[src/rtl/alu_pkg.sv]
// alu_pkg: shared instruction field positions, opcode encodings and widths for the ALU issue stage
package alu_pkg;

    localparam int DATA_W = 32;
    localparam int RIDX_W = 3;

    // Instruction field positions
    localparam int FC_HI = 23;
    localparam int FC_LO = 22;
    localparam int LF_HI = 21;
    localparam int LF_LO = 20;
    localparam int C0_BIT = 19;
    localparam int SD_BIT = 18;
    localparam int CV_BIT = 17;
    localparam int CA_HI = 16;
    localparam int CA_LO = 12;
    localparam int RD_HI = 11;
    localparam int RD_LO = 9;
    localparam int RA_HI = 8;
    localparam int RA_LO = 6;
    localparam int RB_HI = 5;
    localparam int RB_LO = 3;

    typedef enum logic [1:0] {
        FC_SHIFT  = 2'd0,
        FC_SLT    = 2'd1,
        FC_ADDSUB = 2'd2,
        FC_LOGIC  = 2'd3
    } fclass_t;

    typedef enum logic [1:0] {
        LF_AND = 2'd0,
        LF_OR  = 2'd1,
        LF_XOR = 2'd2,
        LF_NOR = 2'd3
    } lfunc_t;

endpackage

[src/rtl/alu_regfile.sv]
// alu_regfile: register file with one write port and two combinational read ports, asynchronous clear
module alu_regfile #(
    parameter int NREGS  = 8,
    parameter int RIDX_W = 3,
    parameter int DATA_W = 32
) (
    input  logic              clk,
    input  logic              rst,
    input  logic              we,
    input  logic [RIDX_W-1:0] waddr,
    input  logic [DATA_W-1:0] wdata,
    input  logic [RIDX_W-1:0] raddr_a,
    output logic [DATA_W-1:0] rdata_a,
    input  logic [RIDX_W-1:0] raddr_b,
    output logic [DATA_W-1:0] rdata_b
);

    logic [DATA_W-1:0] mem [NREGS];

    assign rdata_a = mem[raddr_a];
    assign rdata_b = mem[raddr_b];

    // Single write port; the parent has already chosen between writeback and load
    always_ff @(posedge clk or posedge rst) begin
        if (rst) begin
            for (int i = 0; i < NREGS; i++) mem[i] <= '0;
        end else if (we) begin
            mem[waddr] <= wdata;
        end
    end

endmodule

[src/rtl/alu_issue_stage.sv]
// alu_issue_stage: issues one instruction per cycle to an external ALU and writes its result back
module alu_issue_stage
    import alu_pkg::*;
#(
    parameter int NREGS  = 8,
    parameter int RIDX_W = 3,
    parameter int DATA_W = 32
) (
    input  logic              clk,
    input  logic              rst,
    input  logic              instr_valid,
    output logic              instr_ready,
    input  logic [23:0]       instr,
    input  logic              ld_valid,
    output logic              ld_ready,
    input  logic [RIDX_W-1:0] ld_addr,
    input  logic [DATA_W-1:0] ld_data,
    output logic [DATA_W-1:0] alu_a,
    output logic [DATA_W-1:0] alu_b,
    output logic              alu_c_0,
    output logic              alu_const_var,
    output logic              alu_shift_direction,
    output logic [1:0]        alu_function_class,
    output logic [1:0]        alu_logic_function,
    output logic [4:0]        alu_const_amount,
    input  logic [DATA_W-1:0] alu_s,
    output logic              result_valid,
    input  logic              result_ready,
    output logic [DATA_W-1:0] result_data,
    output logic [RIDX_W-1:0] result_rd
);

    logic              issue_valid;
    logic              advance;
    logic              accept;
    logic              ld_acc;
    logic              unused_reserved;
    logic [RIDX_W-1:0] rd_q;
    logic [RIDX_W-1:0] ra;
    logic [RIDX_W-1:0] rb;
    logic [DATA_W-1:0] rdata_a;
    logic [DATA_W-1:0] rdata_b;
    logic [DATA_W-1:0] fwd_a;
    logic [DATA_W-1:0] fwd_b;

    assign advance     = issue_valid && (!result_valid || result_ready);
    assign instr_ready = !issue_valid || advance;
    assign ld_ready    = !advance;
    assign accept      = instr_valid && instr_ready;
    assign ld_acc      = ld_valid && ld_ready;
    assign ra          = instr[RA_HI:RA_LO];
    assign rb          = instr[RB_HI:RB_LO];
    assign unused_reserved = ^instr[2:0];

    // Operand forwarding: in-flight ALU result first, then a same-edge load, then the register file
    always_comb begin
        fwd_a = (advance && rd_q == ra) ? alu_s : (ld_acc && ld_addr == ra) ? ld_data : rdata_a;
        fwd_b = (advance && rd_q == rb) ? alu_s : (ld_acc && ld_addr == rb) ? ld_data : rdata_b;
    end

    alu_regfile #(
        .NREGS (NREGS),
        .RIDX_W(RIDX_W),
        .DATA_W(DATA_W)
    ) u_rf (
        .clk    (clk),
        .rst    (rst),
        .we     (advance || ld_acc),
        .waddr  (advance ? rd_q : ld_addr),
        .wdata  (advance ? alu_s : ld_data),
        .raddr_a(ra),
        .rdata_a(rdata_a),
        .raddr_b(rb),
        .rdata_b(rdata_b)
    );

    // Issue register: latches operands and control on accept, holds while stalled
    always_ff @(posedge clk or posedge rst) begin
        if (rst) begin
            issue_valid         <= 1'b0;
            rd_q                <= '0;
            alu_a               <= '0;
            alu_b               <= '0;
            alu_c_0             <= 1'b0;
            alu_const_var       <= 1'b0;
            alu_shift_direction <= 1'b0;
            alu_function_class  <= '0;
            alu_logic_function  <= '0;
            alu_const_amount    <= '0;
        end else begin
            issue_valid <= accept || (issue_valid && !advance);
            if (accept) begin
                rd_q                <= instr[RD_HI:RD_LO];
                alu_a               <= fwd_a;
                alu_b               <= fwd_b;
                alu_c_0             <= instr[C0_BIT];
                alu_const_var       <= instr[CV_BIT];
                alu_shift_direction <= instr[SD_BIT];
                alu_function_class  <= instr[FC_HI:FC_LO];
                alu_logic_function  <= instr[LF_HI:LF_LO];
                alu_const_amount    <= instr[CA_HI:CA_LO];
            end
        end
    end

    // Result slot: filled on advance, drained when the consumer takes it
    always_ff @(posedge clk or posedge rst) begin
        if (rst) begin
            result_valid <= 1'b0;
            result_data  <= '0;
            result_rd    <= '0;
        end else if (advance) begin
            result_valid <= 1'b1;
            result_data  <= alu_s;
            result_rd    <= rd_q;
        end else if (result_ready) begin
            result_valid <= 1'b0;
        end
    end

endmodule

[config.mk]
export PLATFORM = sky130hd
export DESIGN_NAME = alu_issue_stage
export DESIGN_NICKNAME = d
export VERILOG_FILES = /design/src/rtl/alu_pkg.sv /design/src/rtl/alu_regfile.sv /design/src/rtl/alu_issue_stage.sv
export SDC_FILE = /design/constraint.sdc
export NUM_CORES = 1
export LEC_CHECK = 0
export ABC_AREA = 1
export CAP_MARGIN = 30
export CORE_MARGIN = 1
export CORE_UTILIZATION = 64
export CTS_BUF_LIST = sky130_fd_sc_hd__clkbuf_8
export DETAILED_ROUTE_END_ITERATION = 8
export PLACE_DENSITY = 0.88
export SETUP_SLACK_MARGIN = 0.5
export SYNTH_ARGS = -nofsm -noshare
export SYNTH_HDL_FRONTEND = slang
export SYNTH_SLANG_ARGS = --single-unit
[constraint.sdc]
create_clock -name clk -period 19.3 [get_ports clk]
set_input_delay 1.93 -clock clk [delete_from_list [all_inputs] [get_ports clk]]
set_output_delay 1.93 -clock clk [all_outputs]
set_load 0.005 [all_outputs]
==> After elaboration in Yosys (flattened, before gate mapping) <==
Cells that the tools add are included.
{ "word_totals": {"ff_bits": 372, "input_bits": 96, "output_inout_bits": 114, "wordCells": 66} }
{ "classes": {"eq_ne": 4, "bitwise_logic": 3, "n_reduce_logical": 17, "n_mux": 17, "order_cmp": 4} }
{ "ops": {"columns": ["operator", "n"], "rows": [
  ["32-bit two-way mux", 10],
  ["256-bit bitwise mux", 1],
  ["32-bit binary-select mux with 3-bit select", 2],
  ["32-bit demux with 3-bit select", 1],
  ["3-bit equality test", 4],
  ["4-bit greater-or-equal comparator (second input constant)", 3],
  ["3-bit inverter with 4-bit output", 3],
  ["1-bit logical AND", 9],
  ["1-bit logical OR", 4],
  ["4-bit by 1-bit < comparator with 1-bit output (second input constant)", 1],
  ["1-bit zero test", 3],
  ["3-bit two-way mux", 1],
  ["1-bit two-way mux", 2],
  ["2-bit nonzero test", 1]
]} }

==> Depth between registers and ports, before layout <==
{ "depth": {"word_depth": 10, "depth_mapped": 12, "depth_no_buf": 11} }

==> Hierarchy <==
Synthesis repeated with hierarchy kept, for this count alone.
{ "unflattened": {"cells_unflattened": 3372, "area_unflattened_um2": 21758.4} }
{ "modules_own_cells": {"columns": ["mod", "cells_each", "area_each_um2", "n_inst", "seq_area_each_um2"], "rows": [
  ["alu_regfile", 2312, 14888.0, 1, 6406.1],
  ["alu_issue_stage", 1060, 6870.3, 1, 2902.8]
]} }

==> Worst setup path before layout <==
Ideal clock, no wire load.
{ "synth_timing": {"kind": "input -> output", "start": "input result_ready", "end": "output ld_ready", "setup_slack_ps": 14664, "path_stages": 6, "t_arrival_ps": 2706, "t_required_ps": 17370, "path_buffers": 3, "path_cell_list": "inv_2 > nand2_2 > nand2_4 > buf_6 > buf_2 > buf_1"} }
{ "synth_between": {"elab_chain_len": 3} }
{ "synth_lines": {"columns": ["item", "line", "text"], "rows": [
  ["from (decl)", "alu_issue_stage.sv:28", "input logic result_ready,"],
  ["1-bit logical OR", "alu_issue_stage.sv:46", "assign advance = issue_valid && (!result_valid || result_ready);"],
  ["1-bit logical AND", "alu_issue_stage.sv:46", null],
  ["1-bit zero test", "alu_issue_stage.sv:48", "assign ld_ready = !advance;"],
  ["to (decl)", "alu_issue_stage.sv:15", "output logic ld_ready,"]
]} }
Every way passes these cells.

==> Worst setup path after layout <==
{ "layout_timing": {"start": "input result_ready", "end": "register alu_b[3]"} }
{ "layout_between": {"elab_chain_len": 7, "elab_cells_between_ends": 10, "cone_classes": "mux: 2; reduce/logical: 8"} }
{ "layout_lines": {"columns": ["item", "line", "text"], "rows": [
  ["1-bit logical OR *", "alu_issue_stage.sv:46", null],
  ["1-bit logical AND *", "alu_issue_stage.sv:46", null],
  ["1-bit zero test", "alu_issue_stage.sv:48", null],
  ["1-bit logical AND", "alu_issue_stage.sv:50", "assign ld_acc = ld_valid && ld_ready;"],
  ["1-bit logical AND", "alu_issue_stage.sv:58", "fwd_b = (advance && rd_q == rb) ? alu_s : (ld_acc && ld_addr == rb) ? ld_data : rdata_b;"],
  ["32-bit two-way mux (2 in a row)", "alu_issue_stage.sv:58", null],
  ["to (signal assigned)", "alu_issue_stage.sv:95", "alu_b <= fwd_b;"],
  ["to (decl)", "alu_issue_stage.sv:19", "output logic [DATA_W-1:0] alu_b,"]
]} }
Every way passes the cells marked *; elsewhere a longest branch is shown, timed or not.
A chain may end at the register's enable or synchronous reset.

==> results.yml <==
timing:
  min_period_ps: 5348
  setup_viol: 0
  holdWs_ps: 477.1
  tightestPinTransition_ps: 1113
  fin_skew_ps: 18.85
  period_share: 0.2771
  hold_viol: 0
  drv_slew: 0
  setup_tns_ps: 0
  fmax_mhz: 187.0
  slew_headroom: 0.2555
  rsz0062_at_grt: "false"
setup_path:
  endpoint: "alu_b[3]"
  critPathSlowestCell: "nand2_2"
  cp-start-kind: "primary input"
  worstSetupStartpoint: "result_ready"
  r2r_end: "alu_b[3]"
  max_stage_delay_ps: 810
  ff2ff_setup_slack_ps: 15350
  critPathKind: "primary input to register"
  cp_num_buf_inv: 4
  crit_family: "simple AND/OR/NAND/NOR gates"
  crit_chain: "clkdlybuf4s50_1, inv_2, nand2_2, nand2_4, buf_4, nand2_1, nor2_2, buf_4, nand2_2, nand3_1, nand3_1, nand2_1, nand2_1"
  worst-endpoint-required_ps: 19820
  cp-end-kind: "register"
  cp.depth: 13
  reg2regPathDepth: 11
  arrival_ps: 5860
  crit_path_frequent_cell: "nand2_1"
  r2r_start: "result_valid"
  crit_fanout: 60
synthesis:
  yosys.area.top_type: "dfrtp_1"
  synth_top_family_by_area: "simple AND/OR/NAND/NOR gates"
  synthTopCellsByCount: "nand2_1, nand3_1, dfrtp_1"
  synth_nets: 3171
  synthSimpleGateAreaFrac: 0.3634
  yosys-top-cells-area: "dfrtp_1, nand2_1, nand3_1, inv_1, o21ai_1"
  syn_inst: 3075
  synth_top_cell_area_share: 0.4445
  avgSynthCellArea_um2: 6.811
  synth_warnings: 0
  synthDistinctLibCells: 24
  ys.flop_type: "dfrtp_1"
  synth_compound_area_frac: 0.07791
  yosysSeqAreaShare: 0.4445
  ys_ff_latch: 372
  async_reset_ff_frac: 1.000
  synth_xor_area_frac: 0.003764
  muxShareOfSynthArea: 0
  synth_fa_ha_area_frac: 0
  syn-cell-area_um2: 20940
  yosysMostFrequentCell: "nand2_1"
  synth_edf_count: 0
pwr:
  leakage_nw: 12.95
  power_density_nw_per_um2: 126.5
  vdd_drop_max_v: 0.00008981
drt:
  wl_um: 70320
  drt_iter0_markers: 2954
  ant_nets: 0
  first_pass_iters: 7
  drc: 0
  post_drt_wl_per_cell_um: 19.29
  vias: 22300
  vias_per_cell: 6.116
clock_network:
  cts_sinks: 372
  cts_setup_buffers: 0
  holdBufCountCts: 0
  cts-buffers-inserted: 60
  cts_max_level: 2
  ctsResizeCount: 0
  cts_buffer_depth: 3
  cts_tree: "built"
  insertion_delay_ps: 640
  root_buffer: "clkbuf_8"
  path_clk_slew_ps: 60
status:
  status: "finished, final reports clean"
finish:
  fill_cells: 2334
  diodes: 0
  layout-drive-gt1-share: 0.05139
  area_delta_synth_final_pct: 15.59
  nets: 3261
placed_design:
  port_buffers: 206
  hpwl_um: 39920
  place_congestion: 0.8853
min_path:
  hold_depth: 2
  worstHoldPathType: "register to register"
run:
  cap_violations: 0
die:
  initial_utilization: 0.6569
  num_rows: 65
  fp.dieW_um: 182.9
  die_area_um2: 33450
  core_um2: 31880
  die_h_um: 182.9
  pin_count: 210
grt:
  grt_overflow: 0
  grt_pass1_wl_um: 111500
  grt_start_max_net_pins: 184
  antenna_found_initial: 0
  grt.total_usage: 0.4253
  grt_pass1_vias: 22080
==> kinds of logic after synthesis <==
kind of cell,count (synthesis)
AND/OR/NAND/NOR,1796
buffers and inverters,575
flip-flops,372
AO/OA/AOI/OAI,323
XOR/XNOR,9
==> cell usage in the layout (no fill, tap or decap) <==
| master | netlist | final |
|---|---|---|
| xnor2_2 | 0 | 1 |
| nor2_2 | 3 | 5 |
| a21oi_2 | 0 | 1 |
| buf_16 | 0 | 3 |
| inv_2 | 5 | 8 |
| clkdlybuf4s50_1 | 0 | 202 |
| o21ai_1 | 256 | 256 |
| inv_4 | 1 | 1 |
| clkinvlp_4 | 0 | 2 |
| nor2_4 | 4 | 4 |
| nand2_1 | 1192 | 1189 |
| buf_2 | 110 | 2 |
| clkinv_2 | 0 | 9 |
| nand4_1 | 32 | 32 |
| xor2_1 | 8 | 8 |
| dfrtp_1 | 372 | 372 |
| nand2_2 | 6 | 9 |
| buf_12 | 0 | 3 |
| a21oi_4 | 1 | 1 |
| clkbuf_8 | 0 | 80 |
| inv_1 | 362 | 374 |
| bufinv_16 | 0 | 1 |
| inv_8 | 0 | 1 |
| nand3_1 | 546 | 545 |
| nand3_2 | 0 | 1 |
| buf_4 | 2 | 25 |
| o21ai_0 | 64 | 64 |
| nor2_1 | 6 | 4 |
| nand2_4 | 7 | 7 |
| o21ai_2 | 1 | 1 |
==> area by class of cell <==
cell class                 instances  area, µm²  share of cell area
clock inverter                    28      147.6            0.006099
multi-input combinational       2128       9349              0.3862
clock buffer                      80       1101             0.04549
tap                              435      544.3             0.02248
sequential                       372       9309              0.3846
inverter                         368       1394             0.05758
timing repair buffer             235       2362             0.09759
==> flip-flops by register name, indices dropped and copies added (netlist names), 2 cells and up <==
register            cells
alu_logic_function      2
u_rf.mem              256
result_data            32
alu_b                  32
rd_q                    3
alu_const_amount        5
result_rd               3
alu_a                  32
alu_function_class      2
==> report_power, final <==
| part | leakage (nW) | switching [W] | internal, W | total, W |
|---|---|---|---|---|
| clock network | 0.713 | 0.000323 | 0.000380 | 0.000703 |
| registers | 4.66 | 0.000179 | 0.00109 | 0.00127 |
| logic | 7.58 | 0.000668 | 0.000422 | 0.00109 |
==> stage by stage <==
step / setup WS [ps] / total power (W) / utilization / area (µm²) / instances
global route: 13950 / 0.003270 / 0.7593 / 24210 / 3646
CTS: 14030 / 0.003027 / 0.7584 / 24180 / 3645
floorplan: 7039 / 0.001960 / - / 20940 / 3075
detailed placement: 13630 / 0.002323 / 0.7193 / 22930 / 3537
global placement: 13540 / 0.002246 / 0.7163 / 22840 / 3533
finish: 13950 / 0.003062 / 0.7593 / 24210 / 3646
==> worst min path at each step <==
stage | from | to | slack [ps]
after detailed placement | alu_b[22] | alu_b[22] | 460
final | alu_const_amount[2] | alu_const_amount[2] | 480
after global placement | alu_function_class[0] | alu_function_class[0] | 460
after global routing | alu_const_var | alu_const_var | 490
after CTS | alu_const_var | alu_const_var | 480
after floorplan | u_rf.mem[0] | u_rf.mem[0] | 460
==> tightest hold or removal path: stages (launching register included) <==
cell and delay (ps):
dfrtp_1 340, nand2_1 50, nand2_1 60
==> layer usage <==
metal	vias up	share of wire	global-route usage
met1	10110	0.34	0.5195
met3	469	0.14	0.1048
met5	-	0	0
li1	9882	-	-
met4	0	0.068	0.2833
met2	1835	0.45	0.6731
(Power assumes the default switching activity.)
